===== config.mk =====
export PLATFORM = sky130hd
export DESIGN_NAME = sha1_msg_pad_flat
export DESIGN_NICKNAME = d
export VERILOG_FILES = /design/src/rtl/sha1_msg_pad_if.sv /design/src/rtl/sha1_msg_pad.sv /design/src/flat_wrapper.sv
export SDC_FILE = /design/constraint.sdc
export NUM_CORES = 1
export LEC_CHECK = 0
export ABC_AREA = 1
export CORE_AREA = 5 5 397 399
export CTS_CLUSTER_DIAMETER = 50
export DETAILED_ROUTE_END_ITERATION = 16
export DIE_AREA = 0 0 402 404
export DONT_BUFFER_PORTS = 1
export PLACE_DENSITY = 0.39
export SYNTH_ARGS = -nofsm -noshare
export SYNTH_HDL_FRONTEND = slang
export SYNTH_SLANG_ARGS = --single-unit

===== constraint.sdc =====
create_clock -name i_clk -period 5 [get_ports i_clk]
set_input_delay 1 -clock i_clk [delete_from_list [all_inputs] [get_ports i_clk]]
set_output_delay 1 -clock i_clk [all_outputs]
set_load 0.005 [all_outputs]

===== src/rtl/sha1_msg_pad_if.sv =====
// sha1_msg_pad_if: signal bundle of the SHA-1 padding front end.
// Carries the message word stream, the compression-core handshake and the digest.
// master = message source plus compression core, slave = the padder itself.
interface sha1_msg_pad_if;
  logic         i_valid;
  logic         o_ready;
  logic [31:0]  i_word;
  logic         i_last;
  logic [2:0]   i_bytes;
  logic         o_start;
  logic [511:0] o_data;
  logic [159:0] o_vin;
  logic         i_core_done;
  logic [159:0] i_core_vout;
  logic [159:0] o_digest;
  logic         o_digest_valid;

  modport master (
    output i_valid, i_word, i_last, i_bytes, i_core_done, i_core_vout,
    input  o_ready, o_start, o_data, o_vin, o_digest, o_digest_valid
  );

  modport slave (
    input  i_valid, i_word, i_last, i_bytes, i_core_done, i_core_vout,
    output o_ready, o_start, o_data, o_vin, o_digest, o_digest_valid
  );
endinterface


===== src/rtl/sha1_msg_pad.sv =====
// sha1_msg_pad: FIPS 180-4 message padding and 512-bit block sequencing in
// front of a SHA-1 compression core. Chains each block result into the next
// block's o_vin and presents the digest after the final block.
// Optional feature macro: SHA1_PAD_BYTE_EN -- when defined, i_bytes selects
// how many left-justified bytes of the last word are message data (0..4).
module sha1_msg_pad #(
  parameter logic [159:0] IV = 160'h67452301EFCDAB8998BADCFE10325476C3D2E1F0
) (
  input  logic          i_clk,
  input  logic          i_rst,
  sha1_msg_pad_if.slave bus
);

  typedef enum logic [2:0] {
    IDLE  = 3'd0,
    LOAD  = 3'd1,
    PAD   = 3'd2,
    START = 3'd3,
    WAIT  = 3'd4
  } state_t;

  state_t       state;
  logic [31:0]  blk [16];      // block under construction, also drives o_data
  logic [4:0]   idx;           // next word slot in LOAD
  logic [4:0]   fill_idx;      // first word slot PAD zero-fills (16 = none)
  logic         mark_next;     // 0x80 still owed at the start of word fill_idx
  logic         extra;         // one more pure padding block follows this one
  logic         extra_mark;    // that padding block starts with the 0x80 byte
  logic         last_seen;     // final message word already taken
  logic [63:0]  len;           // message length in bits, wraps mod 2^64
  logic         ready;
  logic         start;
  logic [159:0] vin;
  logic [159:0] digest;
  logic         digest_valid;

  logic         accept;
  logic [2:0]   nbytes;
  logic [31:0]  last_word;
  logic         fits;
  logic [511:0] data_pack;

  assign accept = bus.i_valid & ready;

`ifdef SHA1_PAD_BYTE_EN
  // Number of message bytes in the last word, clamped to a full word.
  always_comb begin
    if (bus.i_bytes > 3'd4) begin
      nbytes = 3'd4;
    end else begin
      nbytes = bus.i_bytes;
    end
  end
`else
  logic unused_bytes;
  assign nbytes       = 3'd4;
  assign unused_bytes = ^bus.i_bytes;
`endif

  // Last word with trailing bytes cleared and the 0x80 marker after the data.
  always_comb begin
    case (nbytes)
      3'd0:    last_word = 32'h8000_0000;
      3'd1:    last_word = {bus.i_word[31:24], 24'h80_0000};
      3'd2:    last_word = {bus.i_word[31:16], 16'h8000};
      3'd3:    last_word = {bus.i_word[31:8], 8'h80};
      default: last_word = bus.i_word;
    endcase
  end

  // Length fits in words 14/15 when data plus marker occupy at most 56 bytes.
  always_comb begin
    if (mark_next) begin
      fits = (fill_idx <= 5'd13);
    end else begin
      fits = (fill_idx <= 5'd14);
    end
  end

  // Flatten the word buffer, word 0 in the most significant position.
  always_comb begin
    data_pack = 512'd0;
    for (int g = 0; g < 16; g++) begin
      data_pack[511 - 32*g -: 32] = blk[g];
    end
  end

  assign bus.o_ready        = ready;
  assign bus.o_start        = start;
  assign bus.o_data         = data_pack;
  assign bus.o_vin          = vin;
  assign bus.o_digest       = digest;
  assign bus.o_digest_valid = digest_valid;

  // Padding / block sequencing state machine with registered outputs.
  always_ff @(posedge i_clk) begin
    if (i_rst) begin
      state        <= IDLE;
      idx          <= 5'd0;
      fill_idx     <= 5'd0;
      mark_next    <= 1'b0;
      extra        <= 1'b0;
      extra_mark   <= 1'b0;
      last_seen    <= 1'b0;
      len          <= 64'd0;
      ready        <= 1'b0;
      start        <= 1'b0;
      vin          <= IV;
      digest       <= 160'd0;
      digest_valid <= 1'b0;
      for (int w = 0; w < 16; w++) begin
        blk[w] <= 32'd0;
      end
    end else begin
      start        <= 1'b0;
      digest_valid <= 1'b0;
      case (state)
        IDLE: begin
          vin        <= IV;
          len        <= 64'd0;
          idx        <= 5'd0;
          last_seen  <= 1'b0;
          extra      <= 1'b0;
          extra_mark <= 1'b0;
          mark_next  <= 1'b0;
          ready      <= 1'b1;
          state      <= LOAD;
        end
        LOAD: begin
          if (accept) begin
            digest <= 160'd0;
            if (bus.i_last) begin
              blk[idx[3:0]] <= last_word;
              len           <= len + {58'd0, nbytes, 3'd0};
              fill_idx      <= idx + 5'd1;
              mark_next     <= (nbytes == 3'd4);
              last_seen     <= 1'b1;
              ready         <= 1'b0;
              state         <= PAD;
            end else begin
              blk[idx[3:0]] <= bus.i_word;
              len           <= len + 64'd32;
              if (idx == 5'd15) begin
                idx   <= 5'd0;
                ready <= 1'b0;
                start <= 1'b1;
                state <= START;
              end else begin
                idx <= idx + 5'd1;
              end
            end
          end
        end
        PAD: begin
          for (int w = 0; w < 16; w++) begin
            if (5'(w) >= fill_idx) begin
              if (mark_next && (5'(w) == fill_idx)) begin
                blk[w] <= 32'h8000_0000;
              end else begin
                blk[w] <= 32'd0;
              end
            end
          end
          if (fits) begin
            blk[14] <= len[63:32];
            blk[15] <= len[31:0];
          end
          extra      <= ~fits;
          extra_mark <= mark_next & (fill_idx == 5'd16);
          start      <= 1'b1;
          state      <= START;
        end
        START: begin
          state <= WAIT;
        end
        WAIT: begin
          if (bus.i_core_done) begin
            vin <= bus.i_core_vout;
            idx <= 5'd0;
            if (!last_seen) begin
              ready <= 1'b1;
              state <= LOAD;
            end else if (extra) begin
              fill_idx  <= 5'd0;
              mark_next <= extra_mark;
              extra     <= 1'b0;
              state     <= PAD;
            end else begin
              digest       <= bus.i_core_vout;
              digest_valid <= 1'b1;
              state        <= IDLE;
            end
          end
        end
        default: begin
          ready <= 1'b0;
          state <= IDLE;
        end
      endcase
    end
  end

endmodule


===== src/flat_wrapper.sv =====
// flat-port wrapper written by rule: the top's interface ports become plain ports
module sha1_msg_pad_flat 
#(
  parameter logic [159:0] IV = 160'h67452301EFCDAB8998BADCFE10325476C3D2E1F0
)
  (i_clk, i_rst, bus_i_valid, bus_i_word, bus_i_last, bus_i_bytes, bus_i_core_done, bus_i_core_vout, bus_o_ready, bus_o_start, bus_o_data, bus_o_vin, bus_o_digest, bus_o_digest_valid);
  sha1_msg_pad_if bus_i ();
  input  logic i_clk;
  input  logic i_rst;
  input wire logic [$bits(bus_i.i_valid)-1:0] bus_i_valid;
  input wire logic [$bits(bus_i.i_word)-1:0] bus_i_word;
  input wire logic [$bits(bus_i.i_last)-1:0] bus_i_last;
  input wire logic [$bits(bus_i.i_bytes)-1:0] bus_i_bytes;
  input wire logic [$bits(bus_i.i_core_done)-1:0] bus_i_core_done;
  input wire logic [$bits(bus_i.i_core_vout)-1:0] bus_i_core_vout;
  output wire logic [$bits(bus_i.o_ready)-1:0] bus_o_ready;
  output wire logic [$bits(bus_i.o_start)-1:0] bus_o_start;
  output wire logic [$bits(bus_i.o_data)-1:0] bus_o_data;
  output wire logic [$bits(bus_i.o_vin)-1:0] bus_o_vin;
  output wire logic [$bits(bus_i.o_digest)-1:0] bus_o_digest;
  output wire logic [$bits(bus_i.o_digest_valid)-1:0] bus_o_digest_valid;
  assign bus_i.i_valid = bus_i_valid;
  assign bus_i.i_word = bus_i_word;
  assign bus_i.i_last = bus_i_last;
  assign bus_i.i_bytes = bus_i_bytes;
  assign bus_i.i_core_done = bus_i_core_done;
  assign bus_i.i_core_vout = bus_i_core_vout;
  assign bus_o_ready = bus_i.o_ready;
  assign bus_o_start = bus_i.o_start;
  assign bus_o_data = bus_i.o_data;
  assign bus_o_vin = bus_i.o_vin;
  assign bus_o_digest = bus_i.o_digest;
  assign bus_o_digest_valid = bus_i.o_digest_valid;
  sha1_msg_pad #(.IV(IV)) u_core (.i_clk(i_clk), .i_rst(i_rst), .bus(bus_i));
endmodule

After elaboration in Yosys (flattened, before gate mapping):

Memory sizes are Yosys's and may differ from the RTL's.
Index checks and enable logic that the tools add are counted.

* input bits: 200
* output and inout port bits: 835
* RAM bits: 512
* memories: 1
* register bits after elaboration: 404

Memory list
* u_core.blk: words 16, width 32, read ports 16, clocked after memory_dff 0, write ports 16, RTL line sha1_msg_pad.sv:23 `logic [31:0] blk [16];`

* $add $sub $neg: 2
* order comparisons: 18
* reduce and logical (&&, ||, !) cells: 37
* bitwise logic cells: 42
* equality and inequality tests: 30
* multiplexer cells: 264

Operators with widths (number)
* 32-bit 2-to-1 mux: 36
* 160-bit 2-to-1 mux: 5
* 160-bit case mux with 2 select lines: 2
* 1-bit 2-to-1 mux: 194
* 64-bit case mux with 2 select lines: 1
* 64-bit by 6-bit adder with 64-bit output (second input constant): 1
* 64-bit 2-to-1 mux: 1
* 5-bit 2-to-1 mux: 9
* 4-bit by 5-bit == test with 1-bit output (first input constant): 8
* 4-bit by 5-bit >= comparator with 1-bit output (first input constant): 8
* 1-bit bitwise OR: 35
* 32-bit OR reduction: 1
* 3-bit by 5-bit == test with 1-bit output (first input constant): 4
* 3-bit by 5-bit >= comparator with 1-bit output (first input constant): 4
* 1-bit logical AND: 16
* 3-bit 2-to-1 mux: 5
* 3-bit case mux with 5 select lines: 1
* 5-bit case mux with 3 select lines: 1
* 6-bit AND reduction: 2
* 2-bit by 5-bit == test with 1-bit output (first input constant): 2
* 1-bit by 5-bit >= comparator with 1-bit output (first input constant): 2
* 2-bit by 5-bit >= comparator with 1-bit output (first input constant): 2
* 5-bit by 4-bit less-or-equal comparator with 1-bit output (second input constant): 2
* 2-bit != test (second input constant): 5
* 27 further kinds: 46

Depth between registers and ports, before layout:

* depth in word-level cells: 10
* depth in mapped cells: 12
* gate-level depth less buffers: 11

Worst setup path before layout:

OpenSTA, ideal clock, no wires.

* path type: flip-flop to flip-flop
* from: register u_core.state[2]
* to: memory u_core.blk[13][31] (data pin)
* clock period less this slack: 5187 ps
* cell stages (with the launch flop): 6
* setup slack: -187 ps
* data arrival time: 4730 ps
* setup time: 457 ps
* cell sequence: dfxtp_1 -> buf_2 -> nor2_1 -> nand2_1 -> o311ai_0 -> nand3_1

RTL lines
* start: declaration: RTL line sha1_msg_pad.sv:22 `state_t state;`
* start signal: assignment: RTL line sha1_msg_pad.sv:98 `state <= IDLE;`
* start signal: assignment: RTL line sha1_msg_pad.sv:127 `state <= LOAD;`
* start signal: assignment: RTL line sha1_msg_pad.sv:139 `state <= PAD;`
* end: declaration: RTL line sha1_msg_pad.sv:23

==> results.md <==
* Status: finished, final reports clean
* GPL Wtd Cong at about 0.84
* Arr. time, crit path at ~3.8 ns
* Adder-Cell Fraction of Synth Area at less than 1%
* Worst Path Required at roughly 5.4 ns
* Worst Max-Slew Pin Slew at 1.28 ns
* First-pass GRT wire length at ~220,000 µm
* Top-Level Pins at between 1,000 and 1,500
* Max-cap violations at 0
* Initial Utilization at about 23%
* Std cell rows at around 140
* Slowest stage cell, crit path: inv_4
* Via count at between 20,000 and 30,000
* Cts hold-fix bufs at 0
* Post-Synth XOR/XNOR Area at less than 1%
* Synth Area per Inst at between 10 and 15 µm²
* Number of CTS-inserted buffers at 132
* Met1 usage at 22.4%
* Post-Synth Simple-Gate Area at about a fifth
* Grt ovf at 0
* Synth top area share at about 44%
* Worst path max stage delay at 0.54 ns
* # Post-CTS Setup Buffers at 0
* Final core utilization at between 20% and 30%
* Clock Latency Late Sink at around 0.76 ns
* I/O Buffers at 0
* Asr flop ratio synth at 0%
* DRT iter0 DRCs at roughly 2,100
* Largest net degree at the start of global routing at 238
* Most frequent CP cell: nand2_2
* WL/cell at approximately 30 µm
* Yosys Warn Count at 0
* Sequential share of the synthesized area at roughly two thirds
* Fin crit share at around two thirds
* Clk_skew at ~0.06 ns
* Via-to-Cell Ratio at 4.71
* Top cells by area, synth: edfxtp_1, dfxtp_1, nor2_1
* Antenna violations before repair at 6
* Compound-cell area share of the yosys netlist at about 8.3%
* Met3 Use GR at between 8 and 9%
* CP delay by family, top: buffers and inverters
* Syn Inst Count at 3,371
* Hold Path Class: input pin to flip-flop
* Mapped Nets at roughly 3,600
* Core ar. at 154,000 µm²
* CP bufs+invs at 3
* Synth area leader: edfxtp_1
* Reg power frac at around 43%
* Number of global-route vias before repair at around 25,000
* Net Switching at roughly 0.0070 W
* Most used routing layer: met2
* Leakage Power at 14.3 nW
* Total GRT Usage at 19.4%
* CTS Buffer Depth at 3
* Final Hold Viols at 0
* Post-synthesis mux area share at 0%
* CTS-repair resized insts at 0
* Net Sw Frac at between 30% and 40%
* Die area at about 160,000 µm²
* Comb pwr share at a little over an eighth
* Post-synth EDFFs at slightly above 500
* Int Pwr at approximately 0.015 W
* TNS Setup at 0 ns
* Yosys cell types at slightly above 40
* Post-Layout Cell Count at roughly 5,500
* Iteration count of the initial detailed-routing pass at 5
* Clock sinks at ~910
* Clk pwr share at 43.0%
* Primary FF master, synth: edfxtp_1
* Nets at 3,549
* Die Wd at approximately 400 µm
* Die outline height at 404 µm
* Multi-input logic area at 9570 µm²
* HPWL after DPL at ~110,000 µm
* Final Setup Violations at 0
* Total length of routed wires at around 170,000 µm
* Residual DRC at 0
* Share of cells above drive strength 1 at between 9 and 10%
* Synth Register Bits at between 900 and 1,000
* Max-slew violation count at 0
* Top-count cell post-synth: nor2_1
* Dpl cells at 5,252
* FF+latch area at 23,400 µm²
* CTS H-tree depth at 4
* Setup crit end kind: flip-flop
* Post-route ant nets at 0
* Max-slew headroom at roughly 14%
* GRT met2 Usage at 32.1%
* Fmax at ~0.30 GHz
* Critical path class: input pin to flip-flop
* CTS tree: built
* Final Critical Period at approximately 3.4 ns
* RSZ-0062 raised after global routing: no
* CP Cell Sequence: inv_4 > nand2_2 > nor2_2 > nand2_2 > buf_4 > nand2_2 > buf_4
* Area growth, synth to finish at 19.5%
* Pwr dens at ~530 nW/µm²
* Crit path max fanout at 237
* Synth top cells by count: nor2_1, edfxtp_1, nand2_1, dfxtp_1, a21oi_1
* Startpoint Class: input pin
* Worst vdd ir at approximately 0.00038 V
* Mapped Area at about 35,000 µm²
* Largest family of logic cells by synthesized area: simple AND/OR/NAND/NOR gates
* Filler instances at 16,235
* CTS clock-pin slew for the worst setup and hold paths at 0.05 ns
* Clock tree root driver cell: clkbuf_16
-- registers in the layout (all words and copies together) (netlist names) --
signal                     count
u_core.idx                     5
u_core.bus.o_digest          160
u_core.state                   3
u_core.bus.o_digest_valid      1
u_core.bus.o_vin             160
u_core.bus.o_ready             1
u_core.bus.o_start             1
u_core.mark_next               1
u_core.blk                   512
u_core.fill_idx                5
u_core.extra                   1
u_core.len                    59
u_core.last_seen               1
u_core.extra_mark              1
-- logic make-up after synthesis --
| kind of cell | count (synthesis) |
|---|---|
| adder cells (fa/ha/maj) | 7 |
| AND/OR/NAND/NOR | 1506 |
| flip-flops | 911 |
| XOR/XNOR | 2 |
| AO/OA/AOI/OAI | 531 |
| buffers and inverters | 414 |
-- placed cells by master (no fill, tap or decap), types with 3 or more instances in the layout --
master	instances
a31oi_1	3
nor2_4	4
inv_16	5
ha_1	7
nand3_2	7
buf_4	85
bufinv_16	9
clkbuf_8	13
nand3b_1	3
clkbuf_1	28
nor4_1	3
o21ai_0	85
edfxtp_1	512
nand3_1	177
nand4_1	177
a21oi_1	300
buf_12	4
o21a_1	3
clkinv_1	9
clkinvlp_4	5
dfxtp_1	398
o21ai_1	4
nand2_2	18
o211ai_1	8
clkinv_16	5
o22ai_1	119
nor2_2	4
nor3_1	16
inv_6	7
clkinv_2	14
clkinv_4	5
clkbuf_16	135
inv_4	4
nand2_1	482
nor2_1	606
inv_1	157
nand2_4	5
-- metal layers --
metal  share of wire, %  wire length, µm
met1                 39            63800
met2                 47            78400
met3                 10            16500
met4                3.9             6530
met5              0.017               28
-- power by group through the flow --
stage               sequential (W)  clock (W)  combinational (W)
floorplan                  0.00927          0            0.00195
global placement           0.00979          0            0.00309
detailed placement         0.00979          0            0.00310
CTS                        0.00963    0.00973            0.00310
global route               0.00966     0.0100            0.00325
finish                     0.00958    0.00950            0.00300
-- cell type report --
cell class,count,share of cell area [%]
diodes,1,0.00606
multi-input cells,2046,23.2
flip-flops and latches,911,56.5
well taps,2044,6.19
clock inverters,64,2.00
clock buffers,176,8.86
repair buffers,89,1.74
inverters,162,1.49
-- final timing paths --
check                    start                 endpoint  slack (ns)  depth (start not counted)
max reg2reg    u_core.state[0]    u_core.bus.o_vin[116]        1.77                          9
min reg2reg  u_core.extra_mark        u_core.extra_mark        0.48                          2
min                      i_rst  u_core.bus.o_digest[14]        0.34                          1
max                      i_rst        u_core.blk[9][31]        1.61                          7
-- stage by stage --
step                worst slack [ns]  power [W]  area, µm²  hold WS, ns
floorplan                       1.20     0.0112      34600        0.445
global placement                1.32     0.0129      36800        0.469
detailed placement              1.35     0.0129      36800        0.468
CTS                             1.60     0.0225      41300        0.256
global route                    1.47     0.0230      41300        0.263
finish                          1.61     0.0221      41300        0.338
(Power assumes the default switching activity.)
